`src/rtl/multi_track_sequencer.sv`:
```
// Multi-track step sequencer playback core: BPM step clock, loop control,
// per-channel square tones mixed with saturation into one audio sample.

module mts_tone #(
  parameter int HP_W = 20
) (
  input  logic            clk_i,
  input  logic            rst_ni,
  input  logic            clr_i,
  input  logic            retrig_i,
  input  logic [HP_W-1:0] hp_i,
  output logic            ph_o
);
  logic [HP_W-1:0] cnt_q, hp_q;
  logic            ph_q;

  // ph_q = 0 is the positive half of the square wave
  always_ff @(posedge clk_i or negedge rst_ni) begin
    if (!rst_ni) begin
      cnt_q <= '0;
      hp_q  <= '0;
      ph_q  <= 1'b0;
    end else begin
      hp_q <= hp_i;
      if (clr_i || retrig_i) begin
        cnt_q <= '0;
        ph_q  <= 1'b0;
      end else if (hp_i != hp_q || hp_q == '0) begin
        cnt_q <= '0;
      end else if (cnt_q == hp_q - HP_W'(1)) begin
        cnt_q <= '0;
        ph_q  <= ~ph_q;
      end else begin
        cnt_q <= cnt_q + HP_W'(1);
      end
    end
  end

  assign ph_o = ph_q;
endmodule

module multi_track_sequencer #(
  parameter int          CHANNELS = 4,
  parameter int          STEPS    = 16,
  parameter int          SAMPLE_W = 16,
  parameter int          AMP      = 8191,
  parameter int unsigned CLK_HZ   = 50000000,
  parameter int          HP_W     = 20
) (
  input  logic                         CLOCK_50,
  input  logic                         nReset,
  input  logic                         nStart,
  input  logic                         nStop,
  input  logic [9:0]                   BPM,
  input  logic [6:0]                   Loops,
  input  logic [CHANNELS*STEPS-1:0]    pattern,
  input  logic [CHANNELS*HP_W-1:0]     half_period,
  input  logic                         audio_out_allowed,
  output logic signed [SAMPLE_W-1:0]   sample_out,
  output logic                         write_audio_out,
  output logic                         step_pulse,
  output logic [$clog2(STEPS)-1:0]     step_index,
  output logic [6:0]                   loop_count,
  output logic                         playing,
  output logic                         done
);
  localparam int SI_W  = $clog2(STEPS);
  localparam int MIX_W = SAMPLE_W + $clog2(CHANNELS) + 1;
  localparam logic [32:0] T = 33'(64'(CLK_HZ) * 64'd60);
  localparam logic signed [MIX_W-1:0] AMP_M = MIX_W'(AMP);
  localparam logic signed [MIX_W-1:0] S_MAX = MIX_W'((64'd1 << (SAMPLE_W-1)) - 64'd1);
  localparam logic signed [MIX_W-1:0] S_MIN = ~S_MAX;

  typedef enum logic {IDLE, RUN} state_e;

  state_e                      state_q;
  logic                        nstart_q, pulse_q, done_q, wr_q;
  logic [31:0]                 acc_q;
  logic [6:0]                  loops_q, loop_q;
  logic [SI_W-1:0]             step_q;
  logic signed [SAMPLE_W-1:0]  sample_q, sample_d;

  logic                        start, hit, wrap, fin;
  logic [32:0]                 sum;
  logic [SI_W-1:0]             step_nxt;
  logic [6:0]                  loop_nxt;
  logic [CHANNELS-1:0]         ph, act, retrig;
  logic signed [MIX_W-1:0]     mix;

  assign start    = nstart_q & ~nStart;
  assign sum      = {1'b0, acc_q} + {23'd0, BPM};
  assign hit      = (state_q == RUN) && (sum >= T);
  assign wrap     = (step_q == SI_W'(STEPS-1));
  assign step_nxt = wrap ? '0 : step_q + SI_W'(1);
  assign loop_nxt = (loop_q == 7'd127) ? loop_q : loop_q + 7'd1;
  assign fin      = hit && wrap && (loops_q != '0) && (loop_nxt == loops_q);

  for (genvar c = 0; c < CHANNELS; c++) begin : g_ch
    logic [STEPS-1:0] row;
    logic [HP_W-1:0]  hp;
    assign row       = pattern[c*STEPS +: STEPS];
    assign hp        = half_period[c*HP_W +: HP_W];
    assign act[c]    = (state_q == RUN) && row[step_q] && (hp != '0);
    // a channel sounding on the step being entered starts from a fresh + half
    assign retrig[c] = hit && nStop && !start && !fin && row[step_nxt];

    mts_tone #(.HP_W(HP_W)) u_tone (
      .clk_i   (CLOCK_50),
      .rst_ni  (nReset),
      .clr_i   (start && nStop),
      .retrig_i(retrig[c]),
      .hp_i    (hp),
      .ph_o    (ph[c])
    );
  end

  always_comb begin
    mix = '0;
    for (int c = 0; c < CHANNELS; c++)
      if (act[c]) mix = ph[c] ? mix - AMP_M : mix + AMP_M;
    if (mix > S_MAX)      sample_d = S_MAX[SAMPLE_W-1:0];
    else if (mix < S_MIN) sample_d = S_MIN[SAMPLE_W-1:0];
    else                  sample_d = mix[SAMPLE_W-1:0];
  end

  always_ff @(posedge CLOCK_50 or negedge nReset) begin
    if (!nReset) begin
      state_q  <= IDLE;
      nstart_q <= 1'b1;
      acc_q    <= '0;
      loops_q  <= '0;
      step_q   <= '0;
      loop_q   <= '0;
      pulse_q  <= 1'b0;
      done_q   <= 1'b0;
      wr_q     <= 1'b0;
      sample_q <= '0;
    end else begin
      nstart_q <= nStart;
      wr_q     <= audio_out_allowed;
      pulse_q  <= 1'b0;
      done_q   <= 1'b0;
      if (!nStop) begin
        state_q  <= IDLE;
        step_q   <= '0;
        sample_q <= '0;
      end else begin
        // hold the sample while the codec FIFO is refusing writes
        if (audio_out_allowed) sample_q <= sample_d;
        if (start) begin
          state_q <= RUN;
          step_q  <= '0;
          loop_q  <= '0;
          acc_q   <= '0;
          loops_q <= Loops;
        end else if (state_q == RUN) begin
          acc_q <= hit ? 32'(sum - T) : sum[31:0];
          if (hit) begin
            pulse_q <= 1'b1;
            step_q  <= fin ? '0 : step_nxt;
            if (wrap) loop_q <= loop_nxt;
            if (fin) begin
              done_q  <= 1'b1;
              state_q <= IDLE;
            end
          end
        end
      end
    end
  end

  assign sample_out      = sample_q;
  assign write_audio_out = wr_q;
  assign step_pulse      = pulse_q;
  assign step_index      = step_q;
  assign loop_count      = loop_q;
  assign playing         = (state_q == RUN);
  assign done            = done_q;
endmodule

```
`config.mk`:
```
export PLATFORM = sky130hd
export DESIGN_NAME = multi_track_sequencer
export DESIGN_NICKNAME = d
export VERILOG_FILES = /design/src/rtl/multi_track_sequencer.sv
export SDC_FILE = /design/constraint.sdc
export NUM_CORES = 1
export LEC_CHECK = 0
export BUFFER_PORTS_ARGS = -buffer_cell sky130_fd_sc_hd__buf_2
export CAP_MARGIN = 0
export CELL_PAD_IN_SITES_DETAIL_PLACEMENT = 0
export CELL_PAD_IN_SITES_GLOBAL_PLACEMENT = 1
export CORE_UTILIZATION = 40
export CTS_BUF_LIST = sky130_fd_sc_hd__clkbuf_2 sky130_fd_sc_hd__clkbuf_4 sky130_fd_sc_hd__clkbuf_8
export CTS_CLUSTER_SIZE = 24
export DETAILED_ROUTE_END_ITERATION = 16
export GPL_TIMING_DRIVEN = 0
export PLACE_DENSITY_LB_ADDON = 0.1
export SYNTH_ARGS = -nofsm -noshare
export SYNTH_HDL_FRONTEND = slang
export SYNTH_SLANG_ARGS = --single-unit
```
`constraint.sdc`:
```
create_clock -name CLOCK_50 -period 12.07 [get_ports CLOCK_50]
set_clock_uncertainty 0.1 [all_clocks]
set_input_delay 1.207 -clock CLOCK_50 [delete_from_list [all_inputs] [get_ports CLOCK_50]]
set_output_delay 1.207 -clock CLOCK_50 [all_outputs]
set_load 0.02 [all_outputs]
```
=== Yosys cells after proc, flatten, opt, wreduce, memory -nomap -nowiden ===
Index checks and enable logic that the tools add are counted.

* Flip-flop bits (word level): 235
* Input port bits: 166
* Output and inout bits: 31

* Add/sub/neg operators: 18
* Magnitude comparators: 5
* Equal/unequal tests: 18
* Mux-type cells: 80
* Bitwise operators: 6
* Reduce and logical (&&, ||, !) cells: 54

{| class="wikitable"
|+ Operators with widths
! operator !! count
|-
| 2-to-1 mux 20 bit || 12
|-
| 2-to-1 mux 19 bit || 8
|-
| 2-to-1 mux 32 bit || 3
|-
| adder 20 x 1 -> 20 bit, second input constant || 4
|-
| == test 20 bit || 4
|-
| zero test 20 bit || 4
|-
| inequality test 20 bit || 4
|-
| nonzero test 20 bit || 4
|-
| subtractor 20 x 1 -> 20 bit, second input constant || 4
|-
| 2-to-1 mux 16 bit || 4
|-
| adder 19 x 14 -> 19 bit, second input constant || 3
|-
| subtractor 19 x 14 -> 19 bit, second input constant || 3
|-
| 2-to-1 mux 7 bit || 5
|-
| 2-to-1 mux 1 bit || 34
|-
| adder 32 x 10 -> 33 bit || 1
|-
| >= comparator 33 x 32 -> 1 bit, second input constant || 1
|-
| binary-select mux 1 bit (select 4 bit) || 8
|-
| subtractor 32 bit, second input constant || 1
|-
| 2-to-1 mux 4 bit || 6
|-
| logical AND 1 bit || 20
|-
| greater-than comparator 19 x 16 -> 1 bit, second input constant || 1
|-
| less-than comparator 19 x 16 -> 1 bit, second input constant || 1
|-
| AND reduction 2 bit || 7
|-
| nonzero test 2 bit || 7
|-
| other kinds (14) || 32
|}

=== Longest topological paths before layout ===
* Depth in word-level cells: 19
* Mapped depth: 36
* Gate-level depth less buffers: 33

=== Hierarchy ===
From an unflattened synthesis, not the netlist that was laid out.

* Cells, all modules: 2,127
* Area, all modules: 19,187.2 µm²

{| class="wikitable"
|+ Modules (own cells, without submodules)
! module !! times used !! cells an instance !! area an instance (µm²) !! seq. area each (µm²)
|-
| multi_track_sequencer || 1 || 1,088 || 9,132.5 || 1,778.0
|-
| mts_tone at g_ch[0].u_tone ... || 3 || 254 || 2,491.1 || 1,026.0
|-
| mts_tone at g_ch[1].u_tone || 1 || 277 || 2,581.2 || 1,026.0
|}

=== Worst setup path before layout ===
No wires, ideal clock.

* Path type: input-to-reg
* From: in pattern[9]
* To: reg sample_q[0], in the netlist sample_out[0]
* Data arrival time: 7.869 ns
* Data required time: 11.893 ns
* Slack: 4.023 ns
* Cell stages on the path: 33
* Buffers on the path: 2
* Cell sequence: mux4_2 -> a22oi_1 -> a31oi_1 -> inv_1 -> nor2_1 -> inv_1 -> fa_1 -> fa_1 -> inv_1 -> fa_1 -> nand2_1 -> o31ai_1 -> ha_1 -> clkbuf_1 -> nand2_1 -> o21ai_0 -> or4_1 -> o21ba_2 -> a31oi_1 -> xor2_1 -> nor2_1 -> or2_2 -> ha_1 -> inv_1 -> o31ai_1 -> a31oi_1 -> xnor2_1 -> nand2_1 -> xnor2_1 -> a311o_1 -> buf_2 -> o21ai_1 -> a21oi_1

* Cells in the longest elaborated chain, start to end: 19
* Elaborated cells between the ends (all ways): 23

{| class="wikitable"
|+ RTL lines
! item !! line !! source
|-
| from (decl) || 56 || <nowiki>input logic [CHANNELS*STEPS-1:0] pattern,</nowiki>
|-
| binary-select mux 1 bit (select 4 bit) (*) || 103 || <nowiki>assign act[c] = (state_q == RUN) && row[step_q] && (hp != '0);</nowiki>
|-
| 2-to-1 mux 1 bit (implied by the code) (*) || 103 ||
|-
| logical AND 1 bit (*) (2 in a row) || 103 ||
|-
| 2-to-1 mux 19 bit (*) || 120 || <nowiki>if (act[c]) mix = ph[c] ? mix - AMP_M : mix + AMP_M;</nowiki>
|-
| adder 19 x 14 -> 19 bit or subtractor 19 x 14 -> 19 bit (tied branches) || 120 ||
|-
| 2-to-1 mux 19 bit || 120 ||
|-
| 2-to-1 mux 19 bit (*) || 120 ||
|-
| adder 19 x 14 -> 19 bit or subtractor 19 x 14 -> 19 bit (tied branches) || 120 ||
|-
| [2 not listed] || n/a ||
|-
| adder 19 x 14 -> 19 bit or subtractor 19 x 14 -> 19 bit (tied branches) || 120 ||
|-
| 2-to-1 mux 19 bit || 120 ||
|-
| 2-to-1 mux 19 bit (*) || 120 ||
|-
| less-than comparator 19 x 16 -> 1 bit || 122 || <nowiki>else if (mix < S_MIN) sample_d = S_MIN[SAMPLE_W-1:0];</nowiki>
|-
| 2-to-1 mux 16 bit || 122 ||
|-
| 2-to-1 mux 16 bit (*) || 121 || <nowiki>if (mix > S_MAX) sample_d = S_MAX[SAMPLE_W-1:0];</nowiki>
|-
| 2-to-1 mux 16 bit (*) || 149 || <nowiki>if (audio_out_allowed) sample_q <= sample_d;</nowiki>
|-
| 2-to-1 mux 16 bit (*) || 143 || <nowiki>if (!nStop) begin</nowiki>
|-
| to (signal assigned) || 149 ||
|-
| to (decl) || 81 || <nowiki>logic signed [SAMPLE_W-1:0] sample_q, sample_d;</nowiki>
|}

Every way passes the cells marked *; elsewhere a longest branch is shown, timed or not. The select of a mux whose other input is x is not followed.
A chain may end at the register's enable or synchronous reset.

=== Final worst setup path ===
* From: reg step_q[1], in the netlist step_index[1]
* To: reg sample_q[1], in the netlist sample_out[1]

* Cells in the longest elaborated chain, start to end: 19
* Elaborated cells between the ends (all ways): 35

{| class="wikitable"
|+ RTL lines
! item !! line !! source
|-
| from (decl) || 80 || <nowiki>logic [SI_W-1:0] step_q;</nowiki>
|-
| from (signal assigned) || 160 || <nowiki>step_q <= fin ? '0 : step_nxt;</nowiki>
|-
| binary-select mux 1 bit (select 4 bit) || 103 ||
|-
| 2-to-1 mux 1 bit (implied by the code) || 103 ||
|-
| logical AND 1 bit (2 in a row) || 103 ||
|-
| 2-to-1 mux 19 bit || 120 ||
|-
| adder 19 x 14 -> 19 bit or subtractor 19 x 14 -> 19 bit (tied branches) || 120 ||
|-
| 2-to-1 mux 19 bit (2 in a row) || 120 ||
|-
| adder 19 x 14 -> 19 bit or subtractor 19 x 14 -> 19 bit (tied branches) || 120 ||
|-
| 2-to-1 mux 19 bit (2 in a row) || 120 ||
|-
| adder 19 x 14 -> 19 bit or subtractor 19 x 14 -> 19 bit (tied branches) || 120 ||
|-
| 2-to-1 mux 19 bit || 120 ||
|-
| 2-to-1 mux 19 bit (*) || 120 ||
|-
| less-than comparator 19 x 16 -> 1 bit || 122 ||
|-
| 2-to-1 mux 16 bit || 122 ||
|-
| 2-to-1 mux 16 bit (*) || 121 ||
|-
| 2-to-1 mux 16 bit (*) || 149 ||
|-
| 2-to-1 mux 16 bit (*) || 143 ||
|}

Marked as above.

==> flow_summary.ini <==
[synth]
synth_area_sq_um = 17910
syn-num-nets = 2256
synth-async-reset-ratio = 1.000
yosys.area.top_type_share = 0.3269
synth_seq_cells = 235
synth_edf_count = 0
synth-warning-count = 0
ys_seq_area_frac = 0.3284
synthFlopType = dfrtp_1
ys_types = 90
yosys.area.top_type = dfrtp_1
synthTopCellsByArea = dfrtp_1, xor2_1, xnor2_1, nor2_1, mux4_2
netlist_instances = 2026
syn_avg_cell_area_sq_um = 8.841

[cells_and_area]
multi_input_area_sq_um = 11400
layout-drive-gt1-share = 0.1665
fillers = 4331
final_common_cell = dfrtp_1
final_area_sq_um = 20720
area_growth_pct = 15.69
regArea_sq_um = 5882
instances_no_fill = 2910
finish.utilization = 0.4686
final_nets = 2502
final_cell_mix = dfrtp_1, buf_2, nor2_1

[power]
p_seq_frac = 0.386
fin_total_pwr_mw = 2.207
clockPowerShare = 0.402
ir_drop_mv = 0.08289
net-switching-power_uw = 688.3
power-per-cell-area_nw_per_um2 = 106.5
swShare = 0.3119
comb_power_share = 0.212
internal-power_mw = 1.518
p_leak_nw = 8.664

[clock_network]
clkLatencyLatePin_ps = 630
cts-resized-gates = 0
cts_made_buffers = 46
clockBufferDepth = 3
post_cts_buffers = 0
cts_sinks = 235
clk_pin_slew_ps = 70
htreeDepth = 2
cts_tree = done
ctsHoldBuffers = 0
clockRootBuffer = clkbuf_8

[placement]
gp_congestion = 0.8913
preCtsSetupSlack_ps = 1841
io_buffers = 196
dp_hpwl_um = 42070
dp_cells = 2816
placed_area_sq_um = 19700

[global_route]
grt_usage = 0.2457
antenna_found_initial = 11
grt_pass1_wl_um = 86760
grt_max_degree = 96
grt_pass1_vias = 15745
gr-total-overflow = 0

[setup_path]
critPathBufInv = 8
regToRegSetupSlack_ps = 1780
critPathRequiredTime_ps = 12500
r2r-end = sample_out[1]$_DFFE_PN0P_
path_class = flip-flop to flip-flop
critical-path-top-delay-family = compound AO/OA/AOI/OAI gates
r2r-start = step_index[1]$_DFFE_PN0P_
cp.arrival_ps = 10720
reg2reg_depth = 35
critPathMaxStageDelay_ps = 870
start_kind = flip-flop
crit_slowest_cell = o41ai_1
cp_max_fo = 10
cp-end-kind = flip-flop

[die]
die_y_um = 213.6
start_util = 0.4051
die_w_um = 213.6
core-area_sq_um = 44220
ios = 197
num_rows = 77
die-area_sq_um = 45630

[detailed_routing]
top_layer = met5
vias = 15731
wl_per_cell_um = 18.86
route.detailed.drc = 0
drt_iter0_drc = 960
dr_wl_met2_um = 25090
wl_met3_um = 3055
drt-met1-wl_um = 24860
drtPass1Iterations = 6
vias_per_cell = 5.406
ant_nets = 0
drt_wl_total_um = 54870

[sta]
fin_crit_ps = 10290
setup_viol = 0
fin_tns_setup_ps = 0
rsz0062_at_grt = false
finalMaxSlewViolations = 0
tightest_slew_ps = 1314
whs_ps = 399.5
hold_viol = 0
worst_slack_ps = 1784
fin_crit_sh = 0.8522
maxSlewHeadroom = 0.1208
fmax_mhz = 97.22

[min_path]
min_from = acc_q[9]$_DFFE_PN0P_
hold_path_depth = 2
hp-class = flip-flop to flip-flop
whs_endpoint = acc_q[9]$_DFFE_PN0P_

[run]
maxCapViolCount = 0

[run_status]
status = finished clean
[logic make-up (layout without fill, tap and decap cells)]
family / count (synthesis) / after routing / synth area share
AND/OR/NAND/NOR: 759 / 759 / 0.2132
AO/OA/AOI/OAI: 411 / 411 / 0.1486
XOR/XNOR: 336 / 336 / 0.1651
flip-flops: 235 / 235 / 0.3284
buffers and inverters: 157 / 437 / 0.03534
adder cells (fa/ha/maj): 65 / 65 / 0.04946
multiplexers: 63 / 63 / 0.05993
other: 0 / 12 / 0
[tightest hold or removal path, cell delays in order, from the launching register on]
cell and delay, ps:
dfrtp_1 350, nand2_1 50, o21ai_0 60
[area by class of cell]
cell class | instances | share of cell area
Clock buffer | 70 | 0.04227
Multi-Input combinational cell | 1634 | 0.5500
Tap cell | 592 | 0.03574
Inverter | 60 | 0.01087
Sequential cell | 235 | 0.2838
Clock inverter | 12 | 0.005676
Antenna cell | 12 | 0.001449
Buffer | 97 | 0.01968
Timing Repair Buffer | 198 | 0.05048
[registers in the layout, summed over array words and instances (netlist names)]
name               cells
g_ch.u_tone.cnt_q     80
loops_q                7
g_ch.u_tone.hp_q      80
sample_out            16
acc_q                 32
write_audio_out        1
step_pulse             1
nstart_q               1
playing                1
g_ch.u_tone.ph_o       4
done                   1
loop_count             7
step_index             4
[power groups by stage]
| stage | clock network (mW) | registers, mW | logic, mW |
|---|---|---|---|
| global route | 0.950 | 0.856 | 0.522 |
| floorplan | 0 | 0.865 | 0.308 |
| finish | 0.887 | 0.852 | 0.468 |
| global placement | 0 | 0.865 | 0.458 |
| detailed placement | 0 | 0.866 | 0.465 |
| CTS | 0.918 | 0.852 | 0.469 |
[metal layers]
metal	GRT usage	up-vias
met5	0	-
met4	0.09507	6
met3	0.04423	88
met2	0.3924	338
met1	0.3300	7542
li1	-	7757
[cells in the mapped netlist (20+ instances only)]
library cell and n:
a21oi_1 117, and3_1 38, buf_2 20, clkbuf_1 68, dfrtp_1 234, ha_1 54
inv_1 59, mux4_2 34, nand2_1 151, nand3_1 96, nand4_1 31, nor2_1 214
nor3_1 38, nor4_1 59, o21ai_0 96, xnor2_1 153, xor2_1 182
[worst max path at each step]
stage | start | to | slack [ps] | cells after the start
finish | step_index[1]$_DFFE_PN0P_ | sample_out[1]$_DFFE_PN0P_ | 1780 | 35
global route | step_index[1]$_DFFE_PN0P_ | sample_out[0]$_DFFE_PN0P_ | 1030 | 35
CTS | step_index[1]$_DFFE_PN0P_ | sample_out[0]$_DFFE_PN0P_ | 1790 | 35
detailed placement | half_period[7] | sample_out[0]$_DFFE_PN0P_ | 1840 | 35
global placement | half_period[7] | sample_out[0]$_DFFE_PN0P_ | 1890 | 35
floorplan | pattern[9] | sample_out[0]$_DFFE_PN0P_ | 4020 | 33
(Power assumes the default switching activity.)
